`config.mk`:
```
export PLATFORM = sky130hd
export DESIGN_NAME = video_tgen
export DESIGN_NICKNAME = d
export VERILOG_FILES = /design/src/rtl/video_tgen.sv
export SDC_FILE = /design/constraint.sdc
export NUM_CORES = 1
export LEC_CHECK = 0
export BUFFER_PORTS_ARGS = -buffer_cell sky130_fd_sc_hd__buf_2
export CORE_ASPECT_RATIO = 1.1
export CORE_MARGIN = 1
export CORE_UTILIZATION = 35
export DETAILED_ROUTE_END_ITERATION = 8
export SYNTH_ARGS = -nofsm -noshare
export SYNTH_HDL_FRONTEND = slang
export SYNTH_SLANG_ARGS = --single-unit
```
`constraint.sdc`:
```
create_clock -name clk -period 3.08 [get_ports clk]
set_clock_uncertainty 0.05 [all_clocks]
set_input_delay 0.154 -clock clk [delete_from_list [all_inputs] [get_ports clk]]
set_output_delay 0.154 -clock clk [all_outputs]
set_load 0.01 [all_outputs]
```
`src/rtl/video_tgen.sv`:
```
// Video timing/test-pattern generator.
// Emits a registered pixel strobe (de_o) every pix_period clocks, with line (hs_o) and
// frame (vs_o) pulses on the last pixel of each line/frame and a selectable test pattern
// on do_o. Configuration is captured at frame boundaries only.
// Optional feature: define VIDEO_TGEN_BORDER_EN to force do_o to all ones on the frame border.
module video_tgen #(
  parameter int unsigned PIXEL_WIDTH = 8,
  parameter int unsigned CNT_WIDTH   = 16
) (
  input  logic                   clk,
  input  logic                   rst_n,
  input  logic                   en,
  input  logic [7:0]             pix_period,
  input  logic [CNT_WIDTH-1:0]   line_size,
  input  logic [CNT_WIDTH-1:0]   frame_lines,
  input  logic [1:0]             pattern,
  output logic [PIXEL_WIDTH-1:0] do_o,
  output logic                   de_o,
  output logic                   hs_o,
  output logic                   vs_o,
  output logic                   busy_o
);

  typedef enum logic {StIdle, StRun} state_e;

  state_e                 state_q, state_d;
  logic [7:0]             per_q;
  logic [CNT_WIDTH-1:0]   len_q, lines_q;
  logic [1:0]             pat_q;
  logic [7:0]             slot_q;
  logic [CNT_WIDTH-1:0]   x_q, y_q;
  logic [PIXEL_WIDTH-1:0] frame_q;
  logic [PIXEL_WIDTH-1:0] do_q;
  logic                   de_q, hs_q, vs_q, busy_q;

  logic                   slot_end, line_end, frame_end, load_cfg, busy_d;
  logic [7:0]             per_in;
  logic [CNT_WIDTH-1:0]   len_in, lines_in;
  logic [PIXEL_WIDTH-1:0] pix_d;

  // Zero-valued configuration inputs are treated as 1.
  always_comb begin
    per_in   = (pix_period == 8'd0) ? 8'd1 : pix_period;
    len_in   = (line_size == '0) ? CNT_WIDTH'(1) : line_size;
    lines_in = (frame_lines == '0) ? CNT_WIDTH'(1) : frame_lines;
  end

  // Slot/line/frame end decode from the current counters and shadow configuration.
  always_comb begin
    slot_end  = (state_q == StRun) && (slot_q == per_q - 8'd1);
    line_end  = slot_end && (x_q == len_q - CNT_WIDTH'(1));
    frame_end = line_end && (y_q == lines_q - CNT_WIDTH'(1));
  end

  // Next state, config capture and busy extension through the final vs_o cycle.
  always_comb begin
    state_d  = state_q;
    load_cfg = 1'b0;
    unique case (state_q)
      StIdle: begin
        if (en) begin
          state_d  = StRun;
          load_cfg = 1'b1;
        end
      end
      StRun: begin
        if (frame_end) begin
          load_cfg = 1'b1;
          if (!en) state_d = StIdle;
        end
      end
      default: state_d = StIdle;
    endcase
    busy_d = (state_d == StRun) || frame_end;
  end

  // Pattern source, with optional border override.
  always_comb begin
    pix_d = '0;
    unique case (pat_q)
      2'd0: pix_d = PIXEL_WIDTH'(x_q);
      2'd1: pix_d = PIXEL_WIDTH'(y_q);
      2'd2: pix_d = PIXEL_WIDTH'(x_q + y_q);
      2'd3: pix_d = frame_q;
      default: pix_d = '0;
    endcase
`ifdef VIDEO_TGEN_BORDER_EN
    if ((x_q == '0) || (x_q == len_q - CNT_WIDTH'(1)) ||
        (y_q == '0) || (y_q == lines_q - CNT_WIDTH'(1))) begin
      pix_d = '1;
    end
`endif
  end

  // State register.
  always_ff @(posedge clk or negedge rst_n) begin
    if (!rst_n) state_q <= StIdle;
    else        state_q <= state_d;
  end

  // Counters, shadow configuration and registered outputs.
  always_ff @(posedge clk or negedge rst_n) begin
    if (!rst_n) begin
      per_q   <= 8'd1;
      len_q   <= CNT_WIDTH'(1);
      lines_q <= CNT_WIDTH'(1);
      pat_q   <= 2'd0;
      slot_q  <= '0;
      x_q     <= '0;
      y_q     <= '0;
      frame_q <= '0;
      do_q    <= '0;
      de_q    <= 1'b0;
      hs_q    <= 1'b0;
      vs_q    <= 1'b0;
      busy_q  <= 1'b0;
    end else begin
      de_q   <= slot_end;
      hs_q   <= line_end;
      vs_q   <= frame_end;
      busy_q <= busy_d;
      if (slot_end) do_q <= pix_d;
      if (load_cfg) begin
        per_q   <= per_in;
        len_q   <= len_in;
        lines_q <= lines_in;
        pat_q   <= pattern;
      end
      // Slot counter free-runs across frame ends so back-to-back frames have no gap.
      if (state_q == StRun) slot_q <= slot_end ? 8'd0 : slot_q + 8'd1;
      else                  slot_q <= 8'd0;
      if (slot_end) x_q <= line_end ? '0 : x_q + CNT_WIDTH'(1);
      if (line_end) y_q <= frame_end ? '0 : y_q + CNT_WIDTH'(1);
      if (frame_end) frame_q <= frame_q + PIXEL_WIDTH'(1);
    end
  end

  assign do_o   = do_q;
  assign de_o   = de_q;
  assign hs_o   = hs_q;
  assign vs_o   = vs_q;
  assign busy_o = busy_q;

endmodule

```
# Word-level counts from Yosys, hierarchy flattened
# Index checks and enable logic that the tools add are counted.
# totals
reg_bits,103
inputBits,45
output_inout_bits,12
elab_cells,50
# classes
muxes,13
eq_ne,6
addsub,8
reduce_logical,8
bitwise,1
# ops
op,count
$mux W16,4
$add A16 B1 Y16 const B,2
$eq A16 B16 Y1,2
$logic_not A16 Y1,2
$pmux W8 S4,1
$sub A16 B1 Y16 const B,2
$mux W8,3
$add A8 B1 Y8 const B,2
$add A8 B8 Y8,1
$eq A8 B8 Y1,1
$logic_not A8 Y1,1
$sub A8 B1 Y8 const B,1
$eq A2 B2 Y1 const B,2
$pmux W1 S2,2
$logic_and A1 B1 Y1,3
$mux W1,3
$eq A2 B1 Y1 const B,1
$logic_not A2 Y1,1
$logic_or A1 B1 Y1,1
$not A1 Y1,1

# Logic depth before layout (Yosys ltp)
# logic_depth
word_depth,8
ltp_mapped,12
mapped_depth_nobuf,11

# Worst setup path after synthesis
# Ideal clock, no wire load.
# synth_path
path_kind,reg-to-reg
from,reg per_q[2]
to,reg len_q[14]
t_arrival_ns,2.847
required_time_ns,2.905
synth_period_minus_slack_ns,3.022
path_slack_ns,0.058
setup_time_ns,0.125
stages_incl_launch_ff,10
n_path_buf,1
cell_sequence,dfrtp_1 or4_1 or3_1 a211oi_1 nand4_1 a2111oi_4 nand4_4 o2bb2ai_4 buf_6 mux2_2
# synth_via
elab_chain_len,7
# synth_lines
item,line_no,text
start: declaration,27,logic [7:0] per_q;
start signal: assignment,124,per_q <= per_in;
$sub A8 B1 Y8,50,slot_end = (state_q == StRun) && (slot_q == per_q - 8'd1);
$eq A8 B8 Y1,50,
$logic_and A1 B1 Y1,50,
$logic_and A1 B1 Y1,51,line_end = slot_end && (x_q == len_q - CNT_WIDTH'(1));
$logic_and A1 B1 Y1,52,frame_end = line_end && (y_q == lines_q - CNT_WIDTH'(1));
$mux W1,67,if (frame_end) begin
$pmux W1 S2,59,unique case (state_q)
end signal: assignment,125,len_q <= len_in;
end: declaration,28,"logic [CNT_WIDTH-1:0] len_q, lines_q;"
# Every way passes these cells.
# A chain may end at the register's enable or synchronous reset.

# Final worst setup path
# layout_path
from,reg per_q[2]
to,reg lines_q[2]
# layout_via
elab_chain_len,7
# layout_lines
item,line_no,text
$sub A8 B1 Y8,50,
$eq A8 B8 Y1,50,
$logic_and A1 B1 Y1,50,
$logic_and A1 B1 Y1,51,
$logic_and A1 B1 Y1,52,
$mux W1,67,
$pmux W1 S2,59,
end signal: assignment,126,lines_q <= lines_in;
end: declaration,28,
# Every way passes these cells.

==> run metrics <==
Die Y=141.1 um; Seq cells post-synth=103; worst-path fanout max=8; Sinks on Clock Net=103; mapped cell area=6157 um^2; Vias/cell=5.265; area grow syn2layout=28.55%; Placeable Area=17140 um^2; Die ar.=18130 um^2; Min-Delay Path Class=input port to flop; Mean Syn Cell Area=10.28 um^2; drt wl/cell=16.07 um; Pwr Density=428.0 nW/um^2; RSZ-0062 raised after global routing=yes; CTS Buffer Depth=2; ys async rst share=1.000; commonest non-fill, non-tap cell in the layout=dfrtp_1; Yosys top cell area share=0.4064; largest net degree at the start of global routing=58; Place WS=-79.44 ps; Cells after DPL=909; port bufs=56; CP arrival=3330 ps; GR Overflow Total=0; Starting Density=0.3592; crit path time final=3148 ps; Unique masters post-synth=60; latest clock arrival within the worst-skew pair=360 ps; Worst Setup Slack, final=-68.23 ps; Fillers=1611; dominant synthesized flop cell=dfrtp_1; global-route wire length before repair=24740 um; crit path kind=flop to flop; failing checks=setup timing; Post-Synthesis Cells=599; area of the multi-input gates=3563 um^2; most frequent cells in the layout=dfrtp_1, buf_2, xnor2_1; element type at the critical path start=flop; root buf cell=clkbuf_16; CP Capture Type=flop; CTS tree=yes; final-report hold violation count=0; Detail Route Antenna Nets=0; Non-Filler Instances=956; Syn Nets=659; Tcrit/Tclk final=1.022; max-cap viol count=0; GP Congestion=0.8233; slew margin rel.=0.5729; final setup fails=40; Layout Nets=778; share of layout cells above drive strength 1=0.2798; ant diodes=0; reg2reg path depth=10; hold-critical path depth=2; Worst Max-Slew Pin Slew=640.6 ps; maximum VDD drop=0.0002492 V; Synth Warn #=0; routed wire length=15360 um; Ports=57; sequential area share after synthesis=0.4192; Iter 0 DRT Violations=254; total number of vias=5033; status=complete, but fails checks; Final Max Tran Viols=0; number of flops mapped to enable cells by yosys=0; vias in the first global route=5084; clk slew on worst S/H paths=70 ps; Num CTS Buffers=9; flip-flop and latch area=2581 um^2; DIE WIDTH=128.5 um; router iterations before antenna repair=4; initial antenna violation count=0; total track usage=0.1728; static leakage=3.484 nW; Max Fclk=0.3176 GHz; DP HPWL=10700 um; Synth area leaders=dfrtp_1, xnor2_1, mux2_2; # DRC=0; num rows=50; Synth area leader=dfrtp_1; Final Util=0.4618; Crit path required time=3260 ps; H-tree Lvls=3
-- critical path, cell delays in order, from the launching register on --
cell and delay [ps]:
dfrtp_1 420, or4_4 530, or3_4 350, a211oi_2 220, nand4_1 200, a2111oi_4 290, nand4_4 160, o2bb2ai_4 160
buf_12 170, clkbuf_16 170, mux2_4 300
-- path summary, 6_finish.rpt --
| kind | start | endpoint | slack (ps) |
|---|---|---|---|
| min in group asynchronous | rst_n | per_q[2] | 300 |
| max in group asynchronous | rst_n | len_q[0] | 1940 |
| hold reg to reg | frame_q[7] | frame_q[7] | 420 |
| setup reg to reg | per_q[2] | lines_q[2] | -70 |
| setup / recovery | per_q[2] | lines_q[2] | -70 |
| hold / removal | frame_lines[7] | lines_q[7] | 10 |
-- cells in the mapped netlist, drive strengths merged (5+ instances only) --
cell type and instances:
dfrtp 100, xnor2 50, mux2 44, nand3 37
nand2 36, nor2 36, xor2 34, inv 29
a21oi 26, nor4 20, mux2i 19, nor3 17
o21ai 16, and3 14, clkbuf 14, ha 14
nand4 10, buf 8, mux4 7, or3 7
nor2b 6, a31oi 5, nand3b 5
-- state kept, by name, summed over array words and instances, names as in the netlist --
signal   flops
slot_q       8
per_q        8
hs_o         1
state_q      1
x_q         16
pat_q        2
len_q       16
busy_o       1
lines_q     16
y_q         16
frame_q      8
do_o         8
de_o         1
vs_o         1
-- routing by layer --
metal	wire, um	global-route usage	vias up
met5	0	0	-
met1	6963	0.2127	2522
met2	7481	0.2930	109
li1	-	-	2371
met4	410	0.06997	0
met3	507	0.03605	31
-- power by group --
group / internal [mW] / leakage, nW / switching [mW] / total (mW)
sequential: 1.45 / 1.31 / 0.128 / 1.58
combinational: 0.299 / 2.02 / 0.263 / 0.562
clock: 0.732 / 0.155 / 0.517 / 1.25
total: 2.48 / 3.48 / 0.907 / 3.39
-- kinds of logic (layout without fill, tap and decap cells) --
kind of cell             after synthesis  in the layout  share of synthesized area
AND/OR/NAND/NOR                      206            206                     0.1805
multiplexers                          70             70                     0.1370
adder cells (fa/ha/maj)               15             15                    0.03170
flip-flops                           103            103                     0.4192
XOR/XNOR                              84             84                     0.1195
buffers and inverters                 51            174                    0.03658
AO/OA/AOI/OAI                         70             70                    0.07559
-- repair_timing --
action,4_1_cts,5_1_grt
endpoints found under the hold margin,64,1
hold buffers,21,1
setup buffers,2,4
endpoints found under the setup margin,73,83
pin swaps,1,1
gates resized for setup,18,39
cloned,0,4
-- area by class of cell --
| class | count | area share |
|---|---|---|
| clock buffer | 10 | 0.03019 |
| clock inverter | 5 | 0.01028 |
| inverter | 29 | 0.01375 |
| multi-input combinational | 445 | 0.4502 |
| sequential | 103 | 0.3261 |
| tap | 234 | 0.03699 |
| timing repair buffer | 130 | 0.1325 |
-- stage by stage --
step / instance area (um^2) / hold WS (ps) / power [mW] / TNS, ps
floorplan: 6157 / -191.6 / 1.909 / 0
global placement: 6994 / 152.4 / 2.084 / 0
CTS: 7611 / 1.257 / 3.394 / -1155
global route: 7915 / 3.973 / 3.548 / -9124
finish: 7915 / 12.90 / 3.388 / -1628
detailed placement: 6994 / 166.3 / 2.108 / -2008
Power figures use the tool's default switching activity.
